$ cat src/rtl/fir_coef_pkg.sv
// Shared types and defaults for the FIR coefficient loader.
package fir_coef_pkg;

    localparam int unsigned BYTES_PER_COEF = 3;
    localparam int unsigned NTAPS_DEF      = 64;
    localparam int unsigned CW_DEF         = 17;
    localparam int unsigned STROBE_CYC_DEF = 2;

    typedef enum logic [2:0] {
        ST_IDLE,
        ST_COLLECT,
        ST_SETUP,
        ST_STROBE,
        ST_HOLD,
        ST_DONE
    } state_e;

    // Address width for a table of n entries (at least one bit).
    function automatic int unsigned addr_w(input int unsigned n);
        return (n > 1) ? $clog2(n) : 1;
    endfunction

endpackage

$ cat src/rtl/fir_coef_loader_if.sv
// Byte-stream source and FIR coefficient port, bundled for the loader.
interface fir_coef_loader_if #(
    parameter int unsigned CW = 17,
    parameter int unsigned AW = 6
);
    logic [7:0]    byte_in;
    logic          byte_valid;
    logic          byte_ready;
    logic [CW-1:0] cin;
    logic [AW-1:0] caddr;
    logic          cload;

    modport master (
        input  byte_in, byte_valid,
        output byte_ready, cin, caddr, cload
    );

    modport slave (
        output byte_in, byte_valid,
        input  byte_ready, cin, caddr, cload
    );
endinterface

$ cat src/rtl/fir_coef_packer.sv
// Assembles LSB-first bytes into one coefficient word and flags a bad top byte.
module fir_coef_packer
    import fir_coef_pkg::*;
#(
    parameter int unsigned CW = CW_DEF
) (
    input  logic          clk_fast,
    input  logic          rst_n,
    input  logic          i_clr,
    input  logic          i_en,
    input  logic [7:0]    i_byte_in,
    output logic [CW-1:0] o_word,
    output logic          o_last_c,
    output logic          o_fmt_err_c
);
    localparam int unsigned IW = 2;

    logic [IW-1:0] r_idx;
    logic [CW-1:0] r_word;

    assign o_last_c    = (r_idx == IW'(BYTES_PER_COEF - 1));
    assign o_fmt_err_c = i_en && o_last_c && (|i_byte_in[7:1]);
    assign o_word      = r_word;

    // Only bit 0 of the top byte is meaningful; upper bits are reported, not stored.
    always_ff @(posedge clk_fast or negedge rst_n) begin
        if (!rst_n) begin
            r_idx  <= '0;
            r_word <= '0;
        end else if (i_clr) begin
            r_idx <= '0;
        end else if (i_en) begin
            case (r_idx)
                IW'(0):  r_word[7:0]  <= i_byte_in;
                IW'(1):  r_word[15:8] <= i_byte_in;
                default: r_word[CW-1] <= i_byte_in[0];
            endcase
            r_idx <= o_last_c ? '0 : r_idx + IW'(1);
        end
    end

endmodule

$ cat src/rtl/fir_coef_loader.sv
// Streams NTAPS coefficients into the FIR coefficient port with a timed cload strobe.
module fir_coef_loader
    import fir_coef_pkg::*;
#(
    parameter int unsigned NTAPS      = NTAPS_DEF,
    parameter int unsigned CW         = CW_DEF,
    parameter int unsigned STROBE_CYC = STROBE_CYC_DEF
) (
    input  logic              clk_fast,
    input  logic              rst_n,
    input  logic              i_start,
    input  logic              i_abort,
    fir_coef_loader_if.master bus,
    output logic              o_busy,
    output logic              o_done,
    output logic              o_err
);
    localparam int unsigned AW  = addr_w(NTAPS);
    localparam int unsigned SCW = $clog2(STROBE_CYC + 1);

    state_e         r_state;
    state_e         w_next;
    logic [AW-1:0]  r_caddr;
    logic [SCW-1:0] r_scnt;
    logic           r_byte_ready;
    logic           r_cload;
    logic           r_busy;
    logic           r_done;
    logic           r_err;
    logic [CW-1:0]  w_word;
    logic           w_last_c;
    logic           w_fmt_err_c;
    logic           w_xfer;
    logic           w_start_ok;

    assign w_xfer     = r_byte_ready && bus.byte_valid;
    assign w_start_ok = (r_state == ST_IDLE) && i_start && !i_abort;

    fir_coef_packer #(.CW(CW)) u_packer (
        .clk_fast    (clk_fast),
        .rst_n       (rst_n),
        .i_clr       (w_start_ok),
        .i_en        (w_xfer),
        .i_byte_in   (bus.byte_in),
        .o_word      (w_word),
        .o_last_c    (w_last_c),
        .o_fmt_err_c (w_fmt_err_c)
    );

    always_ff @(posedge clk_fast or negedge rst_n) begin
        if (!rst_n) r_state <= ST_IDLE;
        else        r_state <= w_next;
    end

    // Next state; abort overrides everything, including a start in IDLE.
    always_comb begin
        w_next = r_state;
        case (r_state)
            ST_IDLE:    if (i_start) w_next = ST_COLLECT;
            ST_COLLECT: if (w_xfer && w_last_c) w_next = ST_SETUP;
            ST_SETUP:   w_next = ST_STROBE;
            ST_STROBE:  if (r_scnt == SCW'(STROBE_CYC - 1)) w_next = ST_HOLD;
            ST_HOLD:    w_next = (r_caddr == AW'(NTAPS - 1)) ? ST_DONE : ST_COLLECT;
            ST_DONE:    w_next = ST_IDLE;
            default:    w_next = ST_IDLE;
        endcase
        if (i_abort) w_next = ST_IDLE;
    end

    // Outputs are registered from the next state so they track the FSM with no extra lag.
    always_ff @(posedge clk_fast or negedge rst_n) begin
        if (!rst_n) begin
            r_byte_ready <= 1'b0;
            r_cload      <= 1'b0;
            r_busy       <= 1'b0;
            r_done       <= 1'b0;
            r_err        <= 1'b0;
            r_scnt       <= '0;
            r_caddr      <= '0;
        end else begin
            r_byte_ready <= (w_next == ST_COLLECT);
            r_cload      <= (w_next == ST_STROBE);
            r_busy       <= (w_next != ST_IDLE);
            r_done       <= (w_next == ST_DONE);
            r_scnt       <= ((r_state == ST_STROBE) && (w_next == ST_STROBE))
                            ? r_scnt + SCW'(1) : '0;
            if ((w_next == ST_IDLE) || (w_next == ST_DONE) || (r_state == ST_IDLE))
                r_caddr <= '0;
            else if (r_state == ST_HOLD)
                r_caddr <= r_caddr + AW'(1);
            if (w_start_ok)
                r_err <= 1'b0;
            else if (w_fmt_err_c)
                r_err <= 1'b1;
        end
    end

    assign bus.byte_ready = r_byte_ready;
    assign bus.cin        = w_word;
    assign bus.caddr      = r_caddr;
    assign bus.cload      = r_cload;
    assign o_busy         = r_busy;
    assign o_done         = r_done;
    assign o_err          = r_err;

endmodule

$ cat src/flat_wrapper.sv
// flat-port wrapper written by rule: the top's interface ports become plain ports
module fir_coef_loader_flat import fir_coef_pkg::*;
#(
    parameter int unsigned NTAPS      = NTAPS_DEF,
    parameter int unsigned CW         = CW_DEF,
    parameter int unsigned STROBE_CYC = STROBE_CYC_DEF
)
  (clk_fast, rst_n, i_start, i_abort, o_busy, o_done, o_err, bus_byte_in, bus_byte_valid, bus_byte_ready, bus_cin, bus_caddr, bus_cload);
  fir_coef_loader_if #(.CW(CW), .AW(6)) bus_i ();
  input  logic clk_fast;
  input  logic rst_n;
  input  logic i_start;
  input  logic i_abort;
  output logic o_busy;
  output logic o_done;
  output logic o_err;
  input wire logic [$bits(bus_i.byte_in)-1:0] bus_byte_in;
  input wire logic [$bits(bus_i.byte_valid)-1:0] bus_byte_valid;
  output wire logic [$bits(bus_i.byte_ready)-1:0] bus_byte_ready;
  output wire logic [$bits(bus_i.cin)-1:0] bus_cin;
  output wire logic [$bits(bus_i.caddr)-1:0] bus_caddr;
  output wire logic [$bits(bus_i.cload)-1:0] bus_cload;
  assign bus_i.byte_in = bus_byte_in;
  assign bus_i.byte_valid = bus_byte_valid;
  assign bus_byte_ready = bus_i.byte_ready;
  assign bus_cin = bus_i.cin;
  assign bus_caddr = bus_i.caddr;
  assign bus_cload = bus_i.cload;
  fir_coef_loader #(.NTAPS(NTAPS), .CW(CW), .STROBE_CYC(STROBE_CYC)) u_core (.clk_fast(clk_fast), .rst_n(rst_n), .i_start(i_start), .i_abort(i_abort), .bus(bus_i), .o_busy(o_busy), .o_done(o_done), .o_err(o_err));
endmodule
$ cat config.mk
export PLATFORM = sky130hd
export DESIGN_NAME = fir_coef_loader_flat
export DESIGN_NICKNAME = d
export VERILOG_FILES = /design/src/rtl/fir_coef_pkg.sv /design/src/rtl/fir_coef_loader_if.sv /design/src/rtl/fir_coef_packer.sv /design/src/rtl/fir_coef_loader.sv /design/src/flat_wrapper.sv
export SDC_FILE = /design/constraint.sdc
export NUM_CORES = 1
export LEC_CHECK = 0
export ABC_AREA = 1
export ABC_CLOCK_PERIOD_IN_PS = 1950
export CORE_ASPECT_RATIO = 0.7
export CORE_MARGIN = 5
export CORE_UTILIZATION = 50
export CTS_BUF_LIST = sky130_fd_sc_hd__clkbuf_8
export DETAILED_ROUTE_END_ITERATION = 7
export HOLD_SLACK_MARGIN = 0.03
export PLACE_DENSITY = 0.81
export SYNTH_ARGS = -nofsm -noshare
export SYNTH_HDL_FRONTEND = slang
export SYNTH_HIERARCHICAL = 1
export SYNTH_SLANG_ARGS = --single-unit
$ cat constraint.sdc
create_clock -name clk_fast -period 1.95 [get_ports clk_fast]
set_clock_uncertainty 0.1 [all_clocks]
set_input_delay 0.195 -clock clk_fast [delete_from_list [all_inputs] [get_ports clk_fast]]
set_output_delay 0.195 -clock clk_fast [all_outputs]
set_load 0.05 [all_outputs]
==> results of run 1 <==
-- registers in the layout (all words and copies together), names as in the netlist --
name / flops
u_core/bus.caddr: 6
u_core/r_state: 3
u_core/bus.cload: 1
u_core/bus.byte_ready: 1
u_core/r_scnt: 2
u_core/u_packer/r_idx: 2
u_core/o_done: 1
u_core/u_packer/o_word: 17
u_core/o_err: 1
u_core/o_busy: 1
-- cell usage in the layout, fill, tap and decap left out, types with 2 or more instances in the layout --
| master | n |
|---|---|
| sky130_fd_sc_hd__xor2_1 | 3 |
| sky130_fd_sc_hd__nand2_1 | 49 |
| sky130_fd_sc_hd__inv_2 | 4 |
| sky130_fd_sc_hd__clkdlybuf4s50_1 | 40 |
| sky130_fd_sc_hd__xnor2_1 | 2 |
| sky130_fd_sc_hd__ha_1 | 2 |
| sky130_fd_sc_hd__nand2_2 | 5 |
| sky130_fd_sc_hd__nor2_2 | 2 |
| sky130_fd_sc_hd__nand3_2 | 2 |
| sky130_fd_sc_hd__o21ai_0 | 3 |
| sky130_fd_sc_hd__inv_1 | 17 |
| sky130_fd_sc_hd__nand2_4 | 2 |
| sky130_fd_sc_hd__nand3_1 | 25 |
| sky130_fd_sc_hd__dfrtp_1 | 35 |
| sky130_fd_sc_hd__nor2_4 | 3 |
| sky130_fd_sc_hd__clkbuf_8 | 7 |
| sky130_fd_sc_hd__nor2_1 | 21 |
-- worst paths after layout --
path / start / to / slack (ns) / cells past startpoint
min in group clk_fast: u_core/r_scnt[0] / u_core/r_scnt[0] / 0.33 / 1
setup / recovery: u_core/bus.caddr[2] / bus_caddr[2] / 0.12 / 1
max in group asynchronous: rst_n / u_core/u_packer/o_word[10] / 1.23 / 2
setup reg to reg: u_core/r_state[0] / u_core/u_packer/r_idx[0] / 0.22 / 8
hold / removal: rst_n / u_core/u_packer/o_word[2] / 0.22 / 2
hold reg to reg: u_core/r_scnt[0] / u_core/r_scnt[0] / 0.33 / 1
-- cell type report --
class	count	share of cell area
clock buffers	7	0.04469
clock inverters	1	0.001741
inverters	20	0.03482
multi-input cells	125	0.3012
flip-flops and latches	35	0.4063
well taps	38	0.02205
repair buffers	41	0.1892
-- cell usage after synthesis, types with 2 or more instances --
cell | instances | area share
sky130_fd_sc_hd__o21ai_0 | 3 | 0.0093
sky130_fd_sc_hd__xnor2_1 | 2 | 0.011
sky130_fd_sc_hd__nand3_2 | 2 | 0.012
sky130_fd_sc_hd__nand2_2 | 5 | 0.019
sky130_fd_sc_hd__inv_1 | 16 | 0.037
sky130_fd_sc_hd__nand2_4 | 2 | 0.014
sky130_fd_sc_hd__nand2_1 | 49 | 0.11
sky130_fd_sc_hd__nor2_1 | 21 | 0.049
sky130_fd_sc_hd__nor2_4 | 3 | 0.021
sky130_fd_sc_hd__nand3_1 | 25 | 0.078
sky130_fd_sc_hd__ha_1 | 2 | 0.016
sky130_fd_sc_hd__dfrtp_1 | 35 | 0.54
sky130_fd_sc_hd__nor2_2 | 2 | 0.0078
sky130_fd_sc_hd__inv_2 | 4 | 0.0093
sky130_fd_sc_hd__xor2_1 | 3 | 0.016
-- cells by family after synthesis --
group           after synthesis  synth area share
fa+ha+maj                     2           0.01556
buf+inv                      21           0.05136
flops                        35            0.5447
compound gates                5           0.02335
xor+xnor                      5           0.02724
simple gates                113            0.3377
-- routing by layer --
metal  GRT usage  part of all wire  vias up  routed length (µm)
li1            -                 -      663                   -
met3     0.04574             0.064        2                 221
met1      0.2405              0.49      603                1676
met5           0                 0        -                   0
met2      0.2319              0.45       47                1537
met4     0.06618            0.0035        0                  12
-- power groups by stage --
stage	sequential, µW	combinational (µW)	clock (µW)
2_1_floorplan	1620	217	0
3_3_place_gp	1030	1250	0
3_5_place_dp	1030	1270	0
4_1_cts	1020	1270	563
5_1_grt	1040	1330	604
6_report	1020	1260	556
-- per-stage QoR --
step | setup slack [ns] | cells | util
finish | 0.1238 | 267 | 0.6895
global route | 0.06348 | 267 | 0.6895
CTS | 0.1160 | 267 | 0.6895
detailed placement | 0.2089 | 259 | 0.6575
global placement | 0.2680 | 259 | 0.6575
floorplan | 0.1361 | 181 | -
==> impl_summary.log, run 1 <==
[metrics] DIE AREA: 4468 µm²
[metrics] RSZ-0062 raised after global routing: no
[metrics] maximum number of pins on one net before global-route repair: 36
[metrics] clk buf depth: 2
[metrics] CTS tree: done
[metrics] vias in the first global route: about 1200
[metrics] number of top-level pins: 41
[metrics] arrival time at the worst endpoint: between 1.5 and 2 ns
[metrics] Mapped Avg Cell Area: 8.883 µm²
[metrics] # diodes: 0
[metrics] shortest clock period the worst path allows after layout: roughly 1.8 ns
[metrics] number of buffers inserted for hold repair after clock tree synthesis: 0
[metrics] result of the run: finished, final reports clean
[metrics] post-layout instance area: 2156 µm²
[metrics] cell count after synthesis: 181
[metrics] CTS Sinks: 35
[metrics] placed inst area: 2056 µm²
[metrics] Pins Over Slew Limit: 0
[metrics] power dissipated by switching net loads: 1219 µW
[metrics] violation count after the first detailed-routing iteration: 91
[metrics] Min-Delay Path Class: input port to asynchronous set/reset pin
[metrics] Post-layout nets: between 200 and 250
[metrics] fraction of power spent switching nets: 0.4301
[metrics] placeable core region: 3127 µm²
[metrics] Fin Hold WS: 0.2160 ns
[metrics] register area: 875.8 µm²
[metrics] Final Power: between 2000 and 3000 µW
[metrics] worst IR drop on VDD: 0.7474 mV
[metrics] area added between synthesis and finish: 34.09%
[metrics] Max-Slew Margin vs Limit: 0.6429
[metrics] Async S/R FF share, synth: 1.000
[metrics] average detailed-routed wire length per instance: 12.91 µm
[metrics] insertion delay to the later sink of the worst-skew pair: 0.28 ns
[metrics] count of state elements after synthesis: 35
[metrics] starting density of the core: 0.5142
[metrics] CP top delay family: buffers and inverters
[metrics] Startpoint Class: flop
[metrics] cell internal pwr: 1615 µW
[metrics] type of the setup path with the least slack: flop to output port
[metrics] leakage power summed over all cells: 0.001085 µW
[metrics] Total Routing Usage GR: 0.1653
[metrics] Achievable Freq: 547.6 MHz
[metrics] detailed-route wire length: about 3400 µm
[metrics] master cell of the clock root buffer: sky130_fd_sc_hd__clkbuf_8
[metrics] Vias: 1315
[metrics] number of I/O port buffers: 40
[metrics] data required time at the worst endpoint: 1.65 ns
[metrics] mapped cell area: 1608 µm²
[metrics] initial antenna violation count: 0
[metrics] commonest register cell after synthesis: sky130_fd_sc_hd__dfrtp_1
[metrics] buffering stage count on the worst path with inverters included: 1
[metrics] final antenna-violating net count: 0
[metrics] logic gate share of total power: 0.445
[metrics] portion of the clock cycle consumed by the worst path in the final layout: 0.9365
[metrics] number of nets produced by synthesis: just under 200
[metrics] fraction of final layout cells with drive strength greater than 1: 0.1266
[metrics] number of remaining DRC errors: 0
[metrics] global-route wire length before repair: 5754 µm
[metrics] Critical-path top delay cell: sky130_fd_sc_hd__clkdlybuf4s50_1
[metrics] sequential group share of total power: 0.358
[metrics] number of vias per cell: 4.925
[metrics] clock transition at the registers of the reported paths: 0.07 ns
[metrics] width of the die: between 70 and 80 µm
[metrics] Setup violations, final: 0
[metrics] fill cell instance count of the final layout: 257
[metrics] final RePlAce weighted congestion: a little under 0.9
[metrics] Post-synth EDFFs: 0
[metrics] total clock buffers created by CTS: 5
[metrics] endpoint kind of the worst setup timing path: output port
[metrics] actual slew at the worst max-slew pin: 0.5340 ns
[metrics] total congestion overflow after global routing: 0
[metrics] count of max-cap constraint violations: 0
[metrics] Synth warnings: 6
[metrics] Final Hold Viols: 0
[metrics] placed wire-length estimate after detailed placement: 2643 µm
[metrics] sequential-to-total area share from yosys stat: 0.5447
[metrics] # Post-CTS Setup Buffers: 0
[metrics] post-cts gate resize count: 0
[metrics] maximum single-stage delay on the critical path: 0.84 ns
[metrics] power density over the cells: 1315 nW/µm²
[metrics] setup_tns: 0 ns
[metrics] number of iterations in the first detailed-routing pass: 4
[metrics] Clock power frac: 0.196
[metrics] Die Ht: 57.45 µm
[metrics] number of rows in the core area: 17
[metrics] critical-path cell list: clkdlybuf4s50_1
[metrics] maximum fanout count along the critical path: 4
[metrics] area used by multi-input combinational logic: about 650 µm²
[metrics] number of distinct library cells after synthesis: 22
[metrics] number of H-tree levels: 2
Power figures use the tool's default switching activity.
==> run 2, diff against run 1 <==
--- a/config.mk
+++ b/config.mk
@@ -13,7 +13,9 @@
 export CTS_BUF_LIST = sky130_fd_sc_hd__clkbuf_8
 export DETAILED_ROUTE_END_ITERATION = 7
 export HOLD_SLACK_MARGIN = 0.03
+export MAX_ROUTING_LAYER = met4
 export PLACE_DENSITY = 0.81
+export SLEW_MARGIN = 20
 export SYNTH_ARGS = -nofsm -noshare
 export SYNTH_HDL_FRONTEND = slang
 export SYNTH_HIERARCHICAL = 1
==> run 2 against run 1 <==
  * Total power fell by 3.6%
  * Sequential share of layout area grew 0.53 points
  * Die area is the same
  * Final area down 1.3%
  * Sequential cell count is the same
  * Register-to-register slack better by 0.03 ns
  * Non-clock buffer count stayed put
  * Via count is 3.0% lower
  * Largest cell class unchanged
  * Highest routed layer unchanged
==> impl_summary.log, run 2 (synthesized netlist as in run 1, its figures left out) <==
[metrics] number of I/O port buffers: 40
[metrics] number of remaining DRC errors: 0
[metrics] master cell of the clock root buffer: sky130_fd_sc_hd__clkbuf_8
[metrics] metal1 wirelength: 1703 µm
[metrics] starting density of the core: 0.5142
[metrics] Die Ht: 57.45 µm
[metrics] insertion delay to the later sink of the worst-skew pair: 0.28 ns
[metrics] actual slew at the worst max-slew pin: 0.5126 ns
[metrics] maximum single-stage delay on the critical path: 0.84 ns
[metrics] Max Used Layer: met4
[metrics] RSZ-0062 raised after global routing: no
[metrics] CTS tree: done
[metrics] # Post-CTS Setup Buffers: 0
[metrics] Worst R2R Start: u_core/u_packer/r_idx[1]
[metrics] clk buf depth: 2
[metrics] initial antenna violation count: 0
[metrics] endpoint of the lowest-slack register-to-register path: u_core/bus.caddr[4]
[metrics] number of iterations in the first detailed-routing pass: 4
[metrics] CTS Sinks: 35
[metrics] final antenna-violating net count: 0
[metrics] result of the run: finished, final reports clean
[metrics] detailed-route wire length: between 3000 and 4000 µm
[metrics] final RePlAce weighted congestion: 0.9316
[metrics] global-route wire length before repair: 5595 µm
[metrics] register-to-register setup slack: ~0.25 ns
[metrics] setup_tns: 0 ns
[metrics] count of max-cap constraint violations: 0
[metrics] Max-Slew Margin vs Limit: 0.6572
[metrics] number of top-level pins: 41
[metrics] fraction of final layout cells with drive strength greater than 1: 0.1189
[metrics] met3 routed WL: 165 µm
[metrics] buffering stage count on the worst path with inverters included: 1
[metrics] max reg flops: 17
[metrics] placeable core region: 3127 µm²
[metrics] data required time at the worst endpoint: about 1.7 ns
[metrics] post-cts gate resize count: 0
[metrics] met2 wirelength from detailed routing: 1593 µm
[metrics] average detailed-routed wire length per instance: 13.29 µm
[metrics] # diodes: 0
[metrics] placed wire-length estimate after detailed placement: ~2800 µm
[metrics] placed inst area: 2056 µm²
[metrics] Final Hold Viols: 0
[metrics] Vias: between 1000 and 1500
[metrics] violation count after the first detailed-routing iteration: 58
[metrics] worst IR drop on VDD: between 0.7 and 0.8 mV
[metrics] number of H-tree levels: 2
[metrics] endpoint kind of the worst setup timing path: output port
[metrics] portion of the clock cycle consumed by the worst path in the final layout: 0.9413
[metrics] type of the setup path with the least slack: flop to output port
[metrics] clock transition at the registers of the reported paths: ~0.06 ns
[metrics] Post-layout nets: 243
[metrics] post-layout instance area: 2128 µm²
[metrics] Setup violations, final: 0
[metrics] Critical-path top delay cell: sky130_fd_sc_hd__clkdlybuf4s50_1
[metrics] power density over the cells: 1284 nW/µm²
[metrics] DIE AREA: 4468 µm²
[metrics] most frequent cells in the layout: sky130_fd_sc_hd__nand2_1 (49), sky130_fd_sc_hd__clkdlybuf4s50_1 (40), sky130_fd_sc_hd__dfrtp_1 (35)
[metrics] Startpoint Class: flop
[metrics] Final Power: about 2700 µW
[metrics] critical-path cell list: clkdlybuf4s50_1
[metrics] Min-Delay Path Class: input port to asynchronous set/reset pin
[metrics] vias in the first global route: 1179
[metrics] width of the die: 77.78 µm
[metrics] shortest clock period the worst path allows after layout: ~1.8 ns
[metrics] number of buffers inserted for hold repair after clock tree synthesis: 0
[metrics] CP top delay family: buffers and inverters
[metrics] number of rows in the core area: 17
[metrics] total clock buffers created by CTS: 5
[metrics] most common cell after layout, fill and taps aside: sky130_fd_sc_hd__nand2_1
[metrics] total congestion overflow after global routing: 0
[metrics] area added between synthesis and finish: 32.37%
[metrics] number of vias per cell: ~4.8
[metrics] R2R cell count: 9
[metrics] maximum number of pins on one net before global-route repair: 36
[metrics] Achievable Freq: 544.8 MHz
[metrics] arrival time at the worst endpoint: 1.54 ns
[metrics] Total Routing Usage GR: 0.1686
[metrics] maximum fanout count along the critical path: 4
[metrics] Pins Over Slew Limit: 0
[metrics] leakage power summed over all cells: 0.001071 µW
-- run 2: cell types whose count changed in the layout (fill, tap and decap cells not counted) --
cell / change
sky130_fd_sc_hd__clkbuf_8: -2
-- run 2: report_power, final --
part | internal [µW] | leakage (µW) | switching, µW
combinational | 393 | 0.000568 | 868
clock | 232 | 0.0000413 | 219
sequential | 906 | 0.000462 | 113
-- run 2: worst max-delay path by stage --
stage | from | to | slack (ns) | cells past startpoint
2_1_floorplan | u_core/bus.caddr[0] | u_core/bus.caddr[3] | 0.14 | 8
3_3_place_gp | i_start | u_core/u_packer/r_idx[0] | 0.27 | 8
3_5_place_dp | i_start | u_core/u_packer/r_idx[0] | 0.23 | 8
4_1_cts | u_core/bus.caddr[2] | bus_caddr[2] | 0.10 | 1
5_1_grt | u_core/bus.caddr[4] | bus_caddr[4] | 0.09 | 1
6_report | u_core/bus.caddr[2] | bus_caddr[2] | 0.11 | 1
-- run 2: stage by stage --
stage	hold WS, ns	utilization	setup slack (ns)	cells
2_1_floorplan	-0.2006	-	0.1361	181
3_3_place_gp	0.3223	0.6575	0.2650	259
3_5_place_dp	0.3308	0.6575	0.2258	259
4_1_cts	0.2264	0.6807	0.1035	265
5_1_grt	0.2680	0.6807	0.08749	265
6_report	0.2256	0.6807	0.1145	265
-- run 2: cell type report --
cell class                 instances  area [µm²]
clock buffer                       5       68.82
clock inverter                     1       3.754
fill                             260       998.5
inverter                          20       75.07
multi-input combinational        125       649.4
sequential                        35       875.8
tap                               38       47.55
timing repair buffer              41       407.9
-- run 2: layer usage --
layer | global-route usage | vias to the layer above
met4 | 0.08824 | 0
met1 | 0.2292 | 584
li1 | - | 660
met5 | - | -
met2 | 0.2319 | 27
met3 | 0.04101 | 5
